File: config.mk
export PLATFORM = sky130hd
export DESIGN_NAME = alu_arbiter
export DESIGN_NICKNAME = d
export VERILOG_FILES = /design/src/rtl/alu_arbiter.sv
export SDC_FILE = /design/constraint.sdc
export NUM_CORES = 1
export LEC_CHECK = 0
export ABC_AREA = 1
export BUFFER_PORTS_ARGS = -buffer_cell sky130_fd_sc_hd__buf_4
export CAP_MARGIN = 20
export CORE_AREA = 5 5 115 117
export DETAILED_ROUTE_END_ITERATION = 16
export DIE_AREA = 0 0 120 122
export PLACE_DENSITY = 0.55
export SLEW_MARGIN = 20
export SYNTH_ARGS = -nofsm -noshare
export SYNTH_HDL_FRONTEND = slang
export SYNTH_SLANG_ARGS = --single-unit
File: constraint.sdc
create_clock -name clk -period 1.54 [get_ports clk]
set_clock_uncertainty 0.1 [all_clocks]
set_input_delay 0.154 -clock clk [delete_from_list [all_inputs] [get_ports clk]]
set_output_delay 0.154 -clock clk [all_outputs]
set_load 0.005 [all_outputs]
File: src/rtl/alu_arbiter.sv
// Two-requester arbiter in front of a shared combinational RV32I ALU.
// The result is captured into a single response slot tagged with the requester id.
module alu_arbiter #(
    parameter int XLEN = 32,
    parameter int FAIR = 1
) (
    input  logic            clk,
    input  logic            rst_n,

    input  logic            r0_valid,
    output logic            r0_ready,
    input  logic [6:0]      r0_opcode,
    input  logic [3:0]      r0_alu_ctrl,
    input  logic [XLEN-1:0] r0_src_a,
    input  logic [XLEN-1:0] r0_src_b,

    input  logic            r1_valid,
    output logic            r1_ready,
    input  logic [6:0]      r1_opcode,
    input  logic [3:0]      r1_alu_ctrl,
    input  logic [XLEN-1:0] r1_src_a,
    input  logic [XLEN-1:0] r1_src_b,

    output logic [6:0]      alu_opcode,
    output logic [3:0]      alu_ctrl,
    output logic [XLEN-1:0] alu_src_a,
    output logic [XLEN-1:0] alu_src_b,
    input  logic [XLEN-1:0] alu_result,
    input  logic            alu_branch,

    output logic            rsp_valid,
    input  logic            rsp_ready,
    output logic            rsp_id,
    output logic [XLEN-1:0] rsp_result,
    output logic            rsp_branch
);

    localparam logic [6:0] IDLE_OPCODE = 7'b0110011;
    localparam logic [3:0] IDLE_CTRL   = 4'b0000;

    logic            rsp_valid_q,  rsp_valid_d;
    logic            rsp_id_q,     rsp_id_d;
    logic [XLEN-1:0] rsp_result_q, rsp_result_d;
    logic            rsp_branch_q, rsp_branch_d;
    logic            last_grant_q, last_grant_d;

    logic can_issue;
    logic gnt0;
    logic gnt1;

    assign can_issue = ~rsp_valid_q | rsp_ready;

    always_comb begin
        gnt0 = 1'b0;
        gnt1 = 1'b0;
        if (rst_n && can_issue) begin
            if (r0_valid && r1_valid) begin
                // Round-robin favours whoever did not win the last handshake.
                if ((FAIR != 0) && (last_grant_q == 1'b0)) begin
                    gnt1 = 1'b1;
                end else begin
                    gnt0 = 1'b1;
                end
            end else if (r0_valid) begin
                gnt0 = 1'b1;
            end else if (r1_valid) begin
                gnt1 = 1'b1;
            end
        end
    end

    assign r0_ready = gnt0;
    assign r1_ready = gnt1;

    // Without a grant the ALU sees add 0 + 0 rather than stale operands.
    always_comb begin
        alu_opcode = IDLE_OPCODE;
        alu_ctrl   = IDLE_CTRL;
        alu_src_a  = '0;
        alu_src_b  = '0;
        if (gnt0) begin
            alu_opcode = r0_opcode;
            alu_ctrl   = r0_alu_ctrl;
            alu_src_a  = r0_src_a;
            alu_src_b  = r0_src_b;
        end else if (gnt1) begin
            alu_opcode = r1_opcode;
            alu_ctrl   = r1_alu_ctrl;
            alu_src_a  = r1_src_a;
            alu_src_b  = r1_src_b;
        end
    end

    always_comb begin
        rsp_valid_d  = rsp_valid_q;
        rsp_id_d     = rsp_id_q;
        rsp_result_d = rsp_result_q;
        rsp_branch_d = rsp_branch_q;
        last_grant_d = last_grant_q;
        if (gnt0 || gnt1) begin
            rsp_valid_d  = 1'b1;
            rsp_id_d     = gnt1;
            rsp_result_d = alu_result;
            rsp_branch_d = alu_branch;
            last_grant_d = gnt1;
        end else if (rsp_ready) begin
            rsp_valid_d  = 1'b0;
        end
    end

    always_ff @(posedge clk) begin
        if (!rst_n) begin
            rsp_valid_q  <= 1'b0;
            rsp_id_q     <= 1'b0;
            rsp_result_q <= '0;
            rsp_branch_q <= 1'b0;
            last_grant_q <= 1'b1;
        end else begin
            rsp_valid_q  <= rsp_valid_d;
            rsp_id_q     <= rsp_id_d;
            rsp_result_q <= rsp_result_d;
            rsp_branch_q <= rsp_branch_d;
            last_grant_q <= last_grant_d;
        end
    end

    assign rsp_valid  = rsp_valid_q;
    assign rsp_id     = rsp_id_q;
    assign rsp_result = rsp_result_q;
    assign rsp_branch = rsp_branch_q;

endmodule

==> flow_metrics.env, run 1 <==
export IMPL_wl_per_cell_um=16.25
export IMPL_via_count=4020
export IMPL_die_h_um=122
export IMPL_syn_num_nets=627
export IMPL_worstPathCellList="inv_2 -> nand2_2 -> nand4_4 -> inv_8 -> buf_6 -> clkbuf_16 -> nand2_1 -> nand2_1 -> buf_4"
export IMPL_grt_pass1_vias=3869
export IMPL_reg2reg_setup_slack_ns=0.17
export IMPL_ys_seq_elements=36
export IMPL_fin_util_pct=50.10
export IMPL_syn_mean_instance_area_um2=5.991
export IMPL_ir_drop_v=0.0006719
export IMPL_hold_violations=1
export IMPL_worstSetupPathType="reg2out"
export IMPL_layout_area_overhead_vs_synth_pct=133.5
export IMPL_worst_slack_ns=-0.2032
export IMPL_crit_fanout=8
export IMPL_synth_edf_count=0
export IMPL_fmax_ghz=0.5737
export IMPL_dp_slack_ns=0.05112
export IMPL_ant_nets=0
export IMPL_synth_async_sr_flop_share_pct=0
export IMPL_drc=0
export IMPL_cts_tree="done"
export IMPL_fin_crit_sh_pct=113.2
export IMPL_leakage_nw=3.389
export IMPL_die_area_mm2=0.01464
export IMPL_antenna_found_initial=0
export IMPL_h_tree_depth=2
export IMPL_clk_latency_ns=0.28
export IMPL_r2r_start="rsp_valid"
export IMPL_required_ns=1.29
export IMPL_failed_checks="negative hold slack, negative setup slack"
export IMPL_grt_total_usage_pct=16.77
export IMPL_drive_above_1_share_pct=59.90
export IMPL_slowest_stage="dfxtp_4"
export IMPL_n_antenna_cell=0
export IMPL_fp_dieW_um=120
export IMPL_port_buffers=299
export IMPL_syn_cell_area_mm2=0.002630
export IMPL_cts_root_buf="clkbuf_16"
export IMPL_design_core_area_mm2=0.01226
export IMPL_via_per_inst=4.403
export IMPL_synthFlopType="dfxtp_1"
export IMPL_yosysWarningCount=0
export IMPL_hpwlAfterDp_um=10680
export IMPL_dr_pass1_iters=6
export IMPL_ys_seq_area_share_pct=27.40
export IMPL_power_w=0.003792
export IMPL_grt_overflow_total=0
export IMPL_fin_area_mm2=0.006142
export IMPL_outcome="finished with violations"
export IMPL_cpPeakStageDelay_ns=0.37
export IMPL_clk_pin_slew_ns=0.06
export IMPL_maxCapViolCount=0
export IMPL_r2r_end="rsp_result[23]"
export IMPL_placed_area_mm2=0.005052
export IMPL_grt_start_max_net_pins=26
export IMPL_hp_class="in2reg"
export IMPL_maxSlewHeadroom_pct=82.86
export IMPL_path_buf_inv=5
export IMPL_min_from="alu_result[31]"
export IMPL_cts_buffers=5
export IMPL_synth_top_area_share_pct=32.83
export IMPL_rows=41
export IMPL_powerDensity_mw_per_mm2=617.3
export IMPL_final_nets=950
export IMPL_synth_area_leaders="nand2_1, dfxtp_1, nand3b_1"
export IMPL_holdWs_ns=-0.00002273
export IMPL_worst_r2r_path_depth=6
export IMPL_globalplace_congestion=0.8324
export IMPL_start_util_pct=21.45
export IMPL_fin_tns_setup_ns=-12.25
export IMPL_finalSetupViolCount=76
export IMPL_rsz0062_at_grt="yes"
export IMPL_clock_sinks=36
export IMPL_synth_top_cell_by_area="nand2_1"
export IMPL_grt_pass1_wl_um=19940
export IMPL_min_period_ns=1.743
export IMPL_io_pins=300
export IMPL_crit_arrival_ns=1.49
export IMPL_hold_path_cell_count=3
export IMPL_cts_buffer_depth=2
export IMPL_drt_iter0_markers=127
export IMPL_min_to="rsp_result[31]"
export IMPL_worst_pin_slew_ns=0.2571
export IMPL_synth_distinct_cells=23
export IMPL_drv_slew=0
export IMPL_cp_end_kind="primary output"
export IMPL_crit_top_cell="nand2_1"
export IMPL_wl_um=14840
export IMPL_syn_inst=439
export IMPL_start_kind="flop"
export IMPL_crit_family="buffers and inverters"
Yosys cell counts, types with 2 or more instances:
cell,number
buf_2,13
a21oi_1,2
nand2_1,230
o21ai_0,4
nand2_2,19
nand3_1,2
dfxtp_1,36
buf_12,2
inv_1,7
buf_8,5
clkbuf_1,3
nor2_1,66
buf_6,3
nand3b_1,37
nand3_2,2
sequential cells by signal, summed over array words and instances, names as in the netlist:
| name | flops |
|---|---|
| rsp_branch | 1 |
| last_grant_q | 1 |
| rsp_result | 32 |
| rsp_valid | 1 |
| rsp_id | 1 |
layout make-up:
type	instances	area, um^2
Sequential cell	36	728.2
Tap cell	150	187.7
Timing Repair Buffer	343	3057
Multi-Input combinational cell	367	1952
Clock inverter	2	35.03
Clock buffer	6	128.9
Inverter	9	53.80
Fill cell	1182	6118
worst reg2reg max path, stage by stage (launching register included):
cell,delay [ns]
dfxtp_4,0.36
a21oi_4,0.17
buf_4,0.17
o21ai_2,0.06
buf_4,0.21
nor2_1,0.13
nor2_1,0.05
cells in the final DEF (no fill, tap or decap), drive strengths merged, types with 4 or more instances in the layout:
cell type    instances
nand2              250
nor2                66
nand3b              37
buf                326
nand3                4
dfxtp               36
clkbuf              13
inv                  8
o21ai                5
dlygate4sd3         10
where the power goes:
group | internal (W) | total, W | switching, W
Combinational | 0.000954 | 0.00160 | 0.000644
Sequential | 0.00102 | 0.00106 | 0.0000431
Clock | 0.000761 | 0.00113 | 0.000374
Total | 0.00273 | 0.00379 | 0.00106
how the worst max path moves through the flow:
stage	startpoint	depth (start not counted)	slack [ns]	to
after floorplan	rsp_valid	6	0.23	alu_ctrl[0]
after global placement	last_grant_q	8	0.03	alu_ctrl[3]
after detailed placement	last_grant_q	8	0.05	alu_src_a[27]
after CTS	last_grant_q	9	-0.20	alu_src_b[13]
after global routing	last_grant_q	9	-0.26	alu_src_a[20]
final	last_grant_q	9	-0.20	alu_src_a[20]
timing repair:
item,CTS,global route
hold buffers,10,0
buffers inserted,4,0
gates resized for setup,32,130
endpoints found under the hold margin,10,0
pin swaps,3,31
setup endpoints to repair,77,77
gates cloned,4,8
logic make-up (layout without fill, tap and decap cells):
kind of cell / count (synthesis) / in the layout / synth area share [%]
AOI/OAI and AO/OA: 9 / 9 / 2.807
DFF: 36 / 36 / 27.40
and+or+nand+nor: 358 / 358 / 59.37
buffers and inverters: 36 / 360 / 10.42
metal layers:
metal / up-vias / part of all wire [%] / track usage (%)
met5: - / 0 / 0
li1: 1989 / - / -
met2: 184 / 52 / 29.65
met3: 23 / 8.4 / 5.896
met1: 1824 / 38 / 19.35
met4: 0 / 2.2 / 4.223
per-stage QoR:
stage               hold slack, ns  instances
finish                 -0.00002273        913
global route              0.007805        913
CTS                      0.0001038        905
detailed placement          0.2816        879
global placement            0.2763        879
floorplan                   0.1889        439
No activity file was read; power rests on OpenSTA's default activity.
==> run 2, diff against run 1 <==
- CELL_PAD_IN_SITES_DETAIL_PLACEMENT: default -> 2
- CELL_PAD_IN_SITES_GLOBAL_PLACEMENT: default -> 2
- CORE_AREA: 5 5 115 117 -> default
- CORE_ASPECT_RATIO: default -> 0.7
- CORE_MARGIN: default -> 5
- CORE_UTILIZATION: default -> 14
- DIE_AREA: 0 0 120 122 -> default
- PLACE_DENSITY: 0.55 -> 0.79
==> run 2 against run 1 <==
  * The run ends with negative setup slack left
  * Critical path depth down 2
  * Global-route usage down 1.7 points
  * Worst setup slack improved by 0.010 ns
  * Sequential share of layout area increased by 0.68 points
  * First-iteration DRC count up 6.3%
  * Fmax up 0.58%
  * Die area is 48% higher
  * Worst hold slack better by 0.00097 ns
  * Combinational power down 8%
  * Sequential cell count is the same
  * Clock power down 4%
  * Register-to-register slack got worse by 0.04 ns
  * Critical path type unchanged
  * Largest cell class unchanged
  * Largest power group unchanged
==> flow_metrics.env, run 2 (synthesis results as in run 1) <==
export IMPL_wl_per_cell_um=17.71
export IMPL_r2r_start="rsp_valid"
export IMPL_final_nets=961
export IMPL_grt_pass1_vias=4610
export IMPL_fmax_ghz=0.5770
export IMPL_final_common_cell="buf_4"
export IMPL_hpwlAfterDp_um=14040
export IMPL_layout_area_overhead_vs_synth_pct=120.9
export IMPL_r2r_end="rsp_result[23]"
export IMPL_clock_sinks=36
export IMPL_mostFrequentLayoutCells="buf_4, nand2_1, nor2_1"
export IMPL_maxCapViolCount=0
export IMPL_cp_end_kind="primary output"
export IMPL_min_from="alu_result[5]"
export IMPL_cpPeakStageDelay_ns=0.36
export IMPL_drive_above_1_share_pct=49.42
export IMPL_maxSlewHeadroom_pct=85.41
export IMPL_start_util_pct=14.40
export IMPL_leakage_nw=3.234
export IMPL_path_buf_inv=3
export IMPL_crit_family="buffers and inverters"
export IMPL_fin_crit_sh_pct=112.5
export IMPL_ir_drop_v=0.0003900
export IMPL_fin_tns_setup_ns=-11.61
export IMPL_cts_root_buf="clkbuf_16"
export IMPL_via_count=4091
export IMPL_rsz0062_at_grt="yes"
export IMPL_crit_fanout=9
export IMPL_swShare_pct=29.21
export IMPL_required_ns=1.29
export IMPL_p_int_w=0.002558
export IMPL_design_core_area_mm2=0.01826
export IMPL_grt_busiest_layer="met2"
export IMPL_path_depth=7
export IMPL_ant_nets=0
export IMPL_grt_use_met1_pct=17.81
export IMPL_grt_start_max_net_pins=35
export IMPL_outcome="finished with violations"
export IMPL_fin_util_pct=31.81
export IMPL_hp_class="in2reg"
export IMPL_clockPowerShare_pct=30.0
export IMPL_wl_um=17870
export IMPL_crit_arrival_ns=1.48
export IMPL_worst_slack_ns=-0.1931
export IMPL_grt_pass1_wl_um=26310
export IMPL_drv_slew=0
export IMPL_grt_total_usage_pct=15.12
export IMPL_rows=41
export IMPL_startpoint="rsp_valid"
export IMPL_cts_buffers=5
export IMPL_crit_top_cell="buf_4"
export IMPL_hold_violations=0
export IMPL_dr_pass1_iters=5
export IMPL_fp_dieW_um=173.8
export IMPL_h_tree_depth=2
export IMPL_critPathCapture="alu_src_b[14]"
export IMPL_powerDensity_mw_per_mm2=622.0
export IMPL_largest_reg_flops=32
export IMPL_grt_overflow_total=0
export IMPL_failed_checks="negative setup slack"
export IMPL_slowest_stage="dfxtp_4"
export IMPL_io_pins=300
export IMPL_n_antenna_cell=0
export IMPL_p_comb_share_pct=40.6
export IMPL_port_buffers=299
export IMPL_die_h_um=124.7
export IMPL_worst_pin_slew_ns=0.2189
export IMPL_globalplace_congestion=0.8148
export IMPL_min_period_ns=1.733
export IMPL_via_per_inst=4.055
export IMPL_clk_pin_slew_ns=0.06
export IMPL_cts_tree="done"
export IMPL_holdWs_ns=0.0009455
export IMPL_grtUsageMet3_pct=4.126
export IMPL_hold_path_cell_count=3
export IMPL_drc=0
export IMPL_finalSetupViolCount=77
export IMPL_antenna_found_initial=1
export IMPL_grt_use_met2_pct=28.02
export IMPL_seq_power_share_pct=29.4
export IMPL_start_kind="flop"
export IMPL_die_area_mm2=0.02167
export IMPL_worstPathCellList="a21oi_4 -> nand2_4 -> inv_12 -> buf_4 -> nand2_2 -> nand2_1 -> buf_4"
export IMPL_reg2reg_setup_slack_ns=0.13
export IMPL_clk_latency_ns=0.28
export IMPL_worst_r2r_path_depth=7
export IMPL_cts_buffer_depth=2
export IMPL_worstSetupPathType="reg2out"
export IMPL_drt_iter0_markers=135
export IMPL_switchingPower_w=0.001055
==> run 2: changes by cell type in the layout (fill, tap and decap cells not counted), moves of 10 or more <==
cell,before,now
buf_6,39,3
nand2_1,146,219
nand2_2,85,29
nand2_4,19,2
buf_4,274,318
dlygate4sd3_1,10,20
==> run 2: layout make-up <==
cell class	count	area, um^2
Multi-Input combinational cell	367	1677
Timing Repair inverter	1	8.758
Sequential cell	36	728.2
Timing Repair Buffer	353	2889
Inverter	9	58.81
Fill cell	2233	12450
Clock buffer	7	152.6
Tap cell	236	295.3
==> run 2: stage by stage <==
step                area, um^2  instances  setup slack (ns)  power, W
floorplan                 2630        439            0.2328  0.001541
global placement          5200        972           0.06760  0.002403
detailed placement        5200        972          0.009872  0.002436
CTS                       5572        999           -0.2514  0.003617
global route              5809       1009           -0.3054  0.003873
finish                    5809       1009           -0.1931  0.003614
==> run 2: metal layers <==
| metal | vias to the layer above | wire length [um] |
|---|---|---|
| li1 | 2012 | - |
| met1 | 1940 | 7426 |
| met2 | 124 | 9287 |
| met3 | 13 | 977 |
| met4 | 2 | 160 |
| met5 | - | 13 |
==> run 2: power by group through the flow <==
stage	combinational [W]	clock, W	sequential, W
6_report	0.00147	0.00108	0.00106
2_1_floorplan	0.000461	0	0.00108
5_1_grt	0.00161	0.00119	0.00107
3_3_place_gp	0.00133	0	0.00108
3_5_place_dp	0.00136	0	0.00108
4_1_cts	0.00141	0.00115	0.00106
==> run 2: tightest hold or removal path, cell delays in order <==
cell    delay [ns]
buf_4         0.08
nor2_1        0.03
nor2_1        0.08
==> run 2: timing repair <==
item                       4_1_cts  5_1_grt
buffers inserted                 1        3
pin swaps                        0        1
cloned                           0        6
resized for setup                9       23
hold endpoints to repair        19        1
setup endpoints to repair       77       82
hold buffers                    19        1
==> run 2: worst min path at each step <==
stage                                 to  slack [ns]
after global placement    rsp_result[28]        0.28
final                      rsp_result[5]      0.0009
after floorplan               rsp_branch        0.19
after CTS                  rsp_result[5]     0.00006
after detailed placement  rsp_result[18]        0.28
after global routing      rsp_result[19]      0.0006
